[src/rtl/ssd_scan_ctrl.sv]
// ssd_scan_ctrl: time-multiplexed scan controller for an N-digit common-anode
// seven-segment display. Each digit slot is a short blanking guard (anodes off,
// nibble presented early so the registered decoder settles) followed by the lit
// phase. New display data is staged on i_Load and committed only at the frame
// boundary so a frame never shows a mix of old and new digits.
module ssd_scan_ctrl #(
    parameter int NUM_DIGITS   = 8,
    parameter int REFRESH_DIV  = 100000,
    parameter int BLANK_CYCLES = 4
) (
    input  logic                    i_CLK,
    input  logic                    i_RST,
    input  logic [4*NUM_DIGITS-1:0] i_Value,
    input  logic [NUM_DIGITS-1:0]   i_Digit_En,
    input  logic [NUM_DIGITS-1:0]   i_DP,
    input  logic                    i_Load,
    output logic [3:0]              o_Num,
    output logic [NUM_DIGITS-1:0]   o_Anodes,
    output logic                    o_DP,
    output logic                    o_Pending,
    output logic                    o_Frame_Done
);

    localparam int CW = $clog2(REFRESH_DIV);
    localparam int IW = $clog2(NUM_DIGITS);

    // Last counter value of each phase; the counter restarts on every phase change.
    localparam logic [CW-1:0] BLANK_LAST = CW'(BLANK_CYCLES - 1);
    localparam logic [CW-1:0] ON_LAST    = CW'(REFRESH_DIV - BLANK_CYCLES - 1);
    localparam logic [IW-1:0] IDX_LAST   = IW'(NUM_DIGITS - 1);

    typedef enum logic {
        ST_BLANK = 1'b0,
        ST_ON    = 1'b1
    } state_t;

    state_t                  state_reg, state_next;
    logic [CW-1:0]           cnt_reg, cnt_next;
    logic [IW-1:0]           idx_reg, idx_next;

    logic [4*NUM_DIGITS-1:0] shadow_val_reg, shadow_val_next;
    logic [NUM_DIGITS-1:0]   shadow_en_reg, shadow_en_next;
    logic [NUM_DIGITS-1:0]   shadow_dp_reg, shadow_dp_next;
    logic [4*NUM_DIGITS-1:0] stage_val_reg, stage_val_next;
    logic [NUM_DIGITS-1:0]   stage_en_reg, stage_en_next;
    logic [NUM_DIGITS-1:0]   stage_dp_reg, stage_dp_next;
    logic                    pending_reg, pending_next;

    logic [3:0]              num_reg, num_next;
    logic [NUM_DIGITS-1:0]   anodes_reg, anodes_next;
    logic                    dp_reg, dp_next;
    logic                    frame_done_reg, frame_done_next;

    logic                    slot_end;
    logic                    frame_end;

    // Nibble view of the next shadow value, one entry per digit.
    logic [3:0]              nib_next [NUM_DIGITS];

    genvar gi;
    generate
        for (gi = 0; gi < NUM_DIGITS; gi++) begin : g_nib
            assign nib_next[gi] = shadow_val_next[4*gi +: 4];
        end
    endgenerate

    // State register plus all registered outputs.
    always_ff @(posedge i_CLK) begin
        if (i_RST) begin
            state_reg      <= ST_BLANK;
            cnt_reg        <= '0;
            idx_reg        <= '0;
            shadow_val_reg <= '0;
            shadow_en_reg  <= '0;
            shadow_dp_reg  <= '0;
            stage_val_reg  <= '0;
            stage_en_reg   <= '0;
            stage_dp_reg   <= '0;
            pending_reg    <= 1'b0;
            num_reg        <= 4'h0;
            anodes_reg     <= '1;
            dp_reg         <= 1'b1;
            frame_done_reg <= 1'b0;
        end else begin
            state_reg      <= state_next;
            cnt_reg        <= cnt_next;
            idx_reg        <= idx_next;
            shadow_val_reg <= shadow_val_next;
            shadow_en_reg  <= shadow_en_next;
            shadow_dp_reg  <= shadow_dp_next;
            stage_val_reg  <= stage_val_next;
            stage_en_reg   <= stage_en_next;
            stage_dp_reg   <= stage_dp_next;
            pending_reg    <= pending_next;
            num_reg        <= num_next;
            anodes_reg     <= anodes_next;
            dp_reg         <= dp_next;
            frame_done_reg <= frame_done_next;
        end
    end

    // Slot sequencing, staging/commit, and next values of the output registers.
    // Outputs are derived from the *next* state so they line up with it exactly.
    always_comb begin
        state_next      = state_reg;
        cnt_next        = cnt_reg + 1'b1;
        idx_next        = idx_reg;
        shadow_val_next = shadow_val_reg;
        shadow_en_next  = shadow_en_reg;
        shadow_dp_next  = shadow_dp_reg;
        stage_val_next  = stage_val_reg;
        stage_en_next   = stage_en_reg;
        stage_dp_next   = stage_dp_reg;
        pending_next    = pending_reg;
        anodes_next     = '1;

        slot_end  = (state_reg == ST_BLANK) ? (cnt_reg == BLANK_LAST)
                                            : (cnt_reg == ON_LAST);
        frame_end = (state_reg == ST_ON) && slot_end && (idx_reg == IDX_LAST);

        if (slot_end) begin
            cnt_next = '0;
            if (state_reg == ST_BLANK) begin
                state_next = ST_ON;
            end else begin
                state_next = ST_BLANK;
                idx_next   = (idx_reg == IDX_LAST) ? '0 : idx_reg + 1'b1;
            end
        end

        // Commit old staging first; a coincident load then refills staging
        // and keeps the pending flag up for the following frame.
        if (frame_end && pending_reg) begin
            shadow_val_next = stage_val_reg;
            shadow_en_next  = stage_en_reg;
            shadow_dp_next  = stage_dp_reg;
            pending_next    = 1'b0;
        end
        if (i_Load) begin
            stage_val_next = i_Value;
            stage_en_next  = i_Digit_En;
            stage_dp_next  = i_DP;
            pending_next   = 1'b1;
        end

        frame_done_next = frame_end;
        num_next        = nib_next[idx_next];
        dp_next         = ~shadow_dp_next[idx_next];
        if (state_next == ST_ON) begin
            anodes_next[idx_next] = ~shadow_en_next[idx_next];
        end
    end

    assign o_Num        = num_reg;
    assign o_Anodes     = anodes_reg;
    assign o_DP         = dp_reg;
    assign o_Pending    = pending_reg;
    assign o_Frame_Done = frame_done_reg;

endmodule

[config.mk]
export PLATFORM = sky130hd
export DESIGN_NAME = ssd_scan_ctrl
export DESIGN_NICKNAME = d
export VERILOG_FILES = /design/src/rtl/ssd_scan_ctrl.sv
export SDC_FILE = /design/constraint.sdc
export NUM_CORES = 1
export LEC_CHECK = 0
export CORE_MARGIN = 10
export CORE_UTILIZATION = 55
export CTS_CLUSTER_DIAMETER = 120
export CTS_CLUSTER_SIZE = 16
export DETAILED_ROUTE_END_ITERATION = 8
export GPL_TIMING_DRIVEN = 0
export PLACE_DENSITY = 0.79
export REMOVE_ABC_BUFFERS = 1
export SETUP_SLACK_MARGIN = 0.02
export SYNTH_ARGS = -nofsm -noshare
export SYNTH_HDL_FRONTEND = slang
export SYNTH_SLANG_ARGS = --single-unit
[constraint.sdc]
create_clock -name i_CLK -period 4.3 [get_ports i_CLK]
set_clock_uncertainty 0.1 [all_clocks]
set_input_delay 0.86 -clock i_CLK [delete_from_list [all_inputs] [get_ports i_CLK]]
set_output_delay 0.86 -clock i_CLK [all_outputs]
set_load 0.01 [all_outputs]
## After elaboration in Yosys (flattened, before gate mapping)

Cells that the tools add are included.

| word-level totals | value |
|---|---|
| output and inout port bits | 15 |
| register bits after elaboration | 132 |
| input bits | 51 |
| word-level logic and storage cells | 55 |

| operators by class | value |
|---|---|
| eq/ne operators | 3 |
| muxes and demuxes | 20 |
| magnitude comparators | 3 |
| reductions and logical operators | 7 |
| bitwise operators | 6 |
| add/subtract/negate cells | 2 |

Operator list:

| operator | count |
|---|---|
| 32-bit 2-to-1 mux | 1 |
| 17-bit by 1-bit adder with 17-bit output, second input constant | 1 |
| 17-bit == test, second input constant | 1 |
| 17-bit by 2-bit == test with 1-bit output, second input constant | 1 |
| 8-bit 2-to-1 mux | 2 |
| 4-bit binary-select mux with 3-bit select | 1 |
| 3-bit 2-to-1 mux | 3 |
| 1-bit 2-to-1 mux | 8 |
| 4-bit 2-to-1 mux | 2 |
| 8-bit NOT | 1 |
| 8-bit bitwise OR | 1 |
| 1-bit binary-select mux with 3-bit select | 2 |
| 4-bit >= comparator, second input constant | 1 |
| 1-bit logical AND | 4 |
| 3-bit by 4-bit less-than comparator with 1-bit output, second input constant | 1 |
| 3-bit NOT with 4-bit output | 1 |
| 2-bit OR reduction | 2 |
| 3-bit by 1-bit adder with 3-bit output, second input constant | 1 |
| 1-bit demux with 3-bit select | 1 |
| 3-bit == test, second input constant | 1 |
| 3-bit by 1-bit >= comparator with 1-bit output, second input constant | 1 |
| 1-bit NOT | 3 |
| 2-bit nonzero test | 1 |

## Longest topological paths before layout

Gate-level depths: netlist of run 1.

| depth | value |
|---|---|
| depth in word-level cells | 10 |
| gate-level depth with buffers | 10 |
| gate-level depth less buffers | 9 |

## Worst setup path after synthesis of run 1

No wires, ideal clock.

| path | value |
|---|---|
| path kind | flip-flop to flip-flop |
| from | register cnt_reg[0] |
| to | register anodes_reg[7], in the netlist o_Anodes[7] |
| data required time | 4.068 ns |
| arrival time | 2.938 ns |
| stages on the path, launching flop included | 9 |
| path buffers | 0 |
| library setup time | 0.132 ns |
| slack | 1.129 ns |
| clock period less this slack | 3.171 ns |
| cell sequence | dfxtp_1 > ha_1 > or4b_1 > or4_1 > nor3_4 > mux2_2 > a21oi_2 > nand3_1 > or3b_2 |

| on the way | value |
|---|---|
| cells in the longest elaborated chain, start to end | 10 |
| elaborated cells on any way between the ends | 21 |

Ends and longest elaborated chain:

| what | RTL line | source |
|---|---|---|
| start, declared | 38 | `logic [CW-1:0] cnt_reg, cnt_next;` |
| start signal, assigned | 86 | `cnt_reg <= cnt_next;` |
| 17-bit by 2-bit == test with 1-bit output or 17-bit == test (tied branches) | 117, 118 |  |
| 1-bit 2-to-1 mux * | 117 | `slot_end = (state_reg == ST_BLANK) ? (cnt_reg == BLANK_LAST)` |
| parallel branches: the longest is 8 deep, another holds 3-bit by 4-bit less-than comparator with 1-bit output | -- |  |
| end signal, assigned | 96 | `anodes_reg <= anodes_next;` |
| end, declared | 50 | `logic [NUM_DIGITS-1:0] anodes_reg, anodes_next;` |

Mark *: on every way between the ends. The select of a mux whose other input is x is not followed.
A chain may end at the register's enable or synchronous reset.

## Worst setup path after layout of run 1

| path | value |
|---|---|
| from | register cnt_reg[0] |
| to | register num_reg[0], in the netlist o_Num[0] |

| on the way | value |
|---|---|
| cells in the longest elaborated chain, start to end | 9 |
| elaborated cells on any way between the ends | 12 |

Ends and longest elaborated chain:

| what | RTL line | source |
|---|---|---|
| 17-bit by 2-bit == test with 1-bit output or 17-bit == test (tied branches) | 117, 118 |  |
| 1-bit 2-to-1 mux * | 117 |  |
| 1-bit logical AND (2 in series) | 119 | `frame_end = (state_reg == ST_ON) && slot_end && (idx_reg == IDX_LAST);` |
| 1-bit logical AND | 133 | `if (frame_end && pending_reg) begin` |
| 32-bit 2-to-1 mux | 133 |  |
| 4-bit binary-select mux with 3-bit select * | 147 | `num_next = nib_next[idx_next];` |
| 4-bit 2-to-1 mux (not written as such) * (2 in series) | 147 |  |
| end signal, assigned | 95 | `num_reg <= num_next;` |
| end, declared | 49 | `logic [3:0] num_reg, num_next;` |

Every way passes the cells marked *; elsewhere a longest branch is shown, timed or not. The select of a mux whose other input is x is not followed.

==> impl_metrics.ini, run 1 <==
[power_and_ir_drop]
p_comb_share_pct = 5.2
intPower_mw = 2.25
power_mw = 2.86
swShare_pct = 21.4
p_leak_nw = 2.68
clkPwrFrac_pct = 50.2
p_sw_mw = 0.613
p_seq_share_pct = 44.6
p_per_area_mw_per_mm2 = 435
irDropWorstVdd_mv = 0.237

[critical_path]
r2r_cells = 8
criticalPathCategory = register to register
rr_startpoint = cnt_reg[0]$_SDFF_PP0_
worstPathArrival_ns = 4.32
endpoint_kind = register
crit_fanout = 12
slowest_stage = mux2i_1
crit_chain = ha_1, or4b_1, or4_1, nor3_4, mux2i_1, a222oi_1, a21o_1, a21oi_1
critPathLaunchType = register
crit_required_ns = 4.63
critPathLaunch = cnt_reg[0]$_SDFF_PP0_
slowest_delay_ns = 1.14

[routing]
drcViolationCount = 0
dr.pass1.iters = 5
vias_per_cell = 5.43
ant_nets = 0
vias = 4092
wl_per_cell_um = 15.4
wirelength_mm = 11.6
drt_iter0_markers = 233

[floorplan]
die_area_mm2 = 0.0138
die-height_um = 118
die_w_um = 118
io_pins = 66
start_util_pct = 56.5
core-area_mm2 = 0.00928
num_rows = 35

[placed_design]
placed_cells = 722
io_buffers = 65
placed_area_mm2 = 0.00598
gp_congestion = 0.856
place.detailed.hpwl_mm = 7.43

[yosys]
synthTopCellsByArea = dfxtp_1, mux2i_1, nor2_1
ys_seq_area_share_pct = 50.4
synth_area_leader_cell = dfxtp_1
synth_area_mm2 = 0.00524
ys_ff_latch = 132
ys_types = 42
yosys_warnings = 0
synth.most_common_cell = dfxtp_1
yosysTopAreaCellShare_pct = 50.4
netlist_top_cells_count = dfxtp_1, nor2_1, nand2_1, mux2i_1, a21oi_1
synth_edf_count = 0
synthCells = 559
postSynthAreaPerCell_um2 = 9.38
synthFlopType = dfxtp_1
async_flop_share_pct = 0

[clocking]
postCtsSetupBuffers = 0
cts.reportedPaths.clkPinSlew_ns = 0.06
tritoncts = yes
cts_buffer_depth = 2
numCtsBuffers = 17
root_buffer = clkbuf_8
cts_num_sinks = 132
ctsHtreeMaxLevel = 4
clk_latency_ns = 0.52
hold_buffers = 0

[global_route]
grt_pass1_wl_mm = 19.4
antenna_found_initial = 0
grt_pass1_vias = 4101
track_usage_pct = 16.7
grt_max_degree = 74
grt-ovfl-total = 0

[min_path]
hold_class = register to register
min_path_cells = 1
min-delay-start = cnt_reg[0]$_SDFF_PP0_

[sta]
slew_violations = 0
finalSetupViolations = 0
holdWs_ns = 0.347
rsz0062_at_grt = no
final.setup.tns_ns = 0
maxSlewHeadroom_pct = 7.62
hold_viol = 0
min_period_ns = 3.99
fmax_mhz = 250
worst_pin_slew_ns = 1.35
period_share_pct = 92.9

[finish]
drive_gt1_share_pct = 10.4
fillers = 684
fin_cells = 754
syn_to_final_growth_pct = 25.6
final_area_mm2 = 0.00659
diodes = 0
finalNetCount = 666

[run]
cap_violations = 0

[status]
status = finished clean
[metal layers]
metal	track usage, %	share of wire (%)	up-vias
met2	28.5	50	120
met3	5.32	4.9	19
met5	0	0	-
met1	19.4	44	1932
met4	5.41	1.4	0
li1	-	-	2021
[worst paths after layout]
check / to / slack, ns
setup / recovery: o_Num[0]$_SDFF_PP0_ / 0.31
hold / removal: cnt_reg[0]$_SDFF_PP0_ / 0.35
setup reg to reg: o_Num[0]$_SDFF_PP0_ / 0.31
hold reg to reg: cnt_reg[0]$_SDFF_PP0_ / 0.35
[power groups by stage]
| stage | clock [mW] | combinational [mW] | sequential, mW |
|---|---|---|---|
| global placement | 0 | 0.148 | 1.30 |
| floorplan | 0 | 0.0609 | 1.30 |
| global route | 1.51 | 0.163 | 1.28 |
| finish | 1.44 | 0.149 | 1.28 |
| detailed placement | 0 | 0.149 | 1.30 |
| CTS | 1.45 | 0.151 | 1.28 |
[through the flow]
step | worst slack (ns) | utilization (%)
2_1_floorplan | 0.473 | -
3_3_place_gp | -1.06 | 63.7
3_5_place_dp | 0.412 | 64.4
4_1_cts | 0.302 | 70.8
5_1_grt | 0.0217 | 70.9
6_report | 0.306 | 70.9
[worst max-delay path, delay by kind of cell (launching register included)]
| family | cells | cell delay (ns) |
|---|---|---|
| and+or+nand+nor | 3 | 1.41 |
| muxes | 1 | 1.14 |
| AOI/OAI and AO/OA | 3 | 0.65 |
| DFF | 1 | 0.35 |
| adders and majority gates | 1 | 0.26 |
[logic make-up (layout without fill, tap and decap cells)]
logic type / after synthesis / count (layout) / synth area share, %
compound gates: 68 / 68 / 8.07
xor+xnor: 15 / 15 / 2.51
fa+ha+maj: 3 / 3 / 0.716
buf+inv: 39 / 105 / 3.10
flops: 132 / 132 / 50.4
mux: 87 / 87 / 17.2
simple gates: 215 / 215 / 18.1
[what timing repair did]
| item | 4_1_cts | 5_1_grt |
|---|---|---|
| gates resized for setup | 0 | 1 |
| setup endpoints to repair | 0 | 1 |
| hold endpoints to repair | 0 | 0 |
[cells in the final DEF, fill, tap and decap left out, types with 3 or more instances in the layout]
cell type,n
dfxtp_1,132
nor2_1,94
nand2_1,77
mux2i_1,68
clkdlybuf4s50_1,63
a21oi_1,46
clkbuf_16,16
mux2_2,15
nand3_1,11
a222oi_1,9
xor2_1,8
xnor2_1,7
nand4_1,5
inv_1,5
nand2b_1,5
or4_1,4
a21o_1,4
clkinv_4,4
and3_1,3
or3b_2,3
ha_1,3
clkbuf_8,3
bufinv_16,3
clkinv_2,3
[cell type report]
| type | instances | area [um2] | share of cell area, % |
|---|---|---|---|
| sequential | 132 | 2640 | 40.1 |
| multi-input combinational | 388 | 2450 | 37.2 |
| timing repair buffer | 68 | 711 | 10.8 |
| clock buffer | 20 | 445 | 6.76 |
| tap | 129 | 161 | 2.45 |
| clock inverter | 12 | 155 | 2.36 |
| inverter | 5 | 18.8 | 0.285 |
No activity file was read; power rests on OpenSTA's default activity.
==> inputs of run 2 (changes only) <==
GPL_ROUTABILITY_DRIVEN = 0   (was not set)
==> results of run 2 <==
Final layout, timing and power as in run 1 (identical DEF).
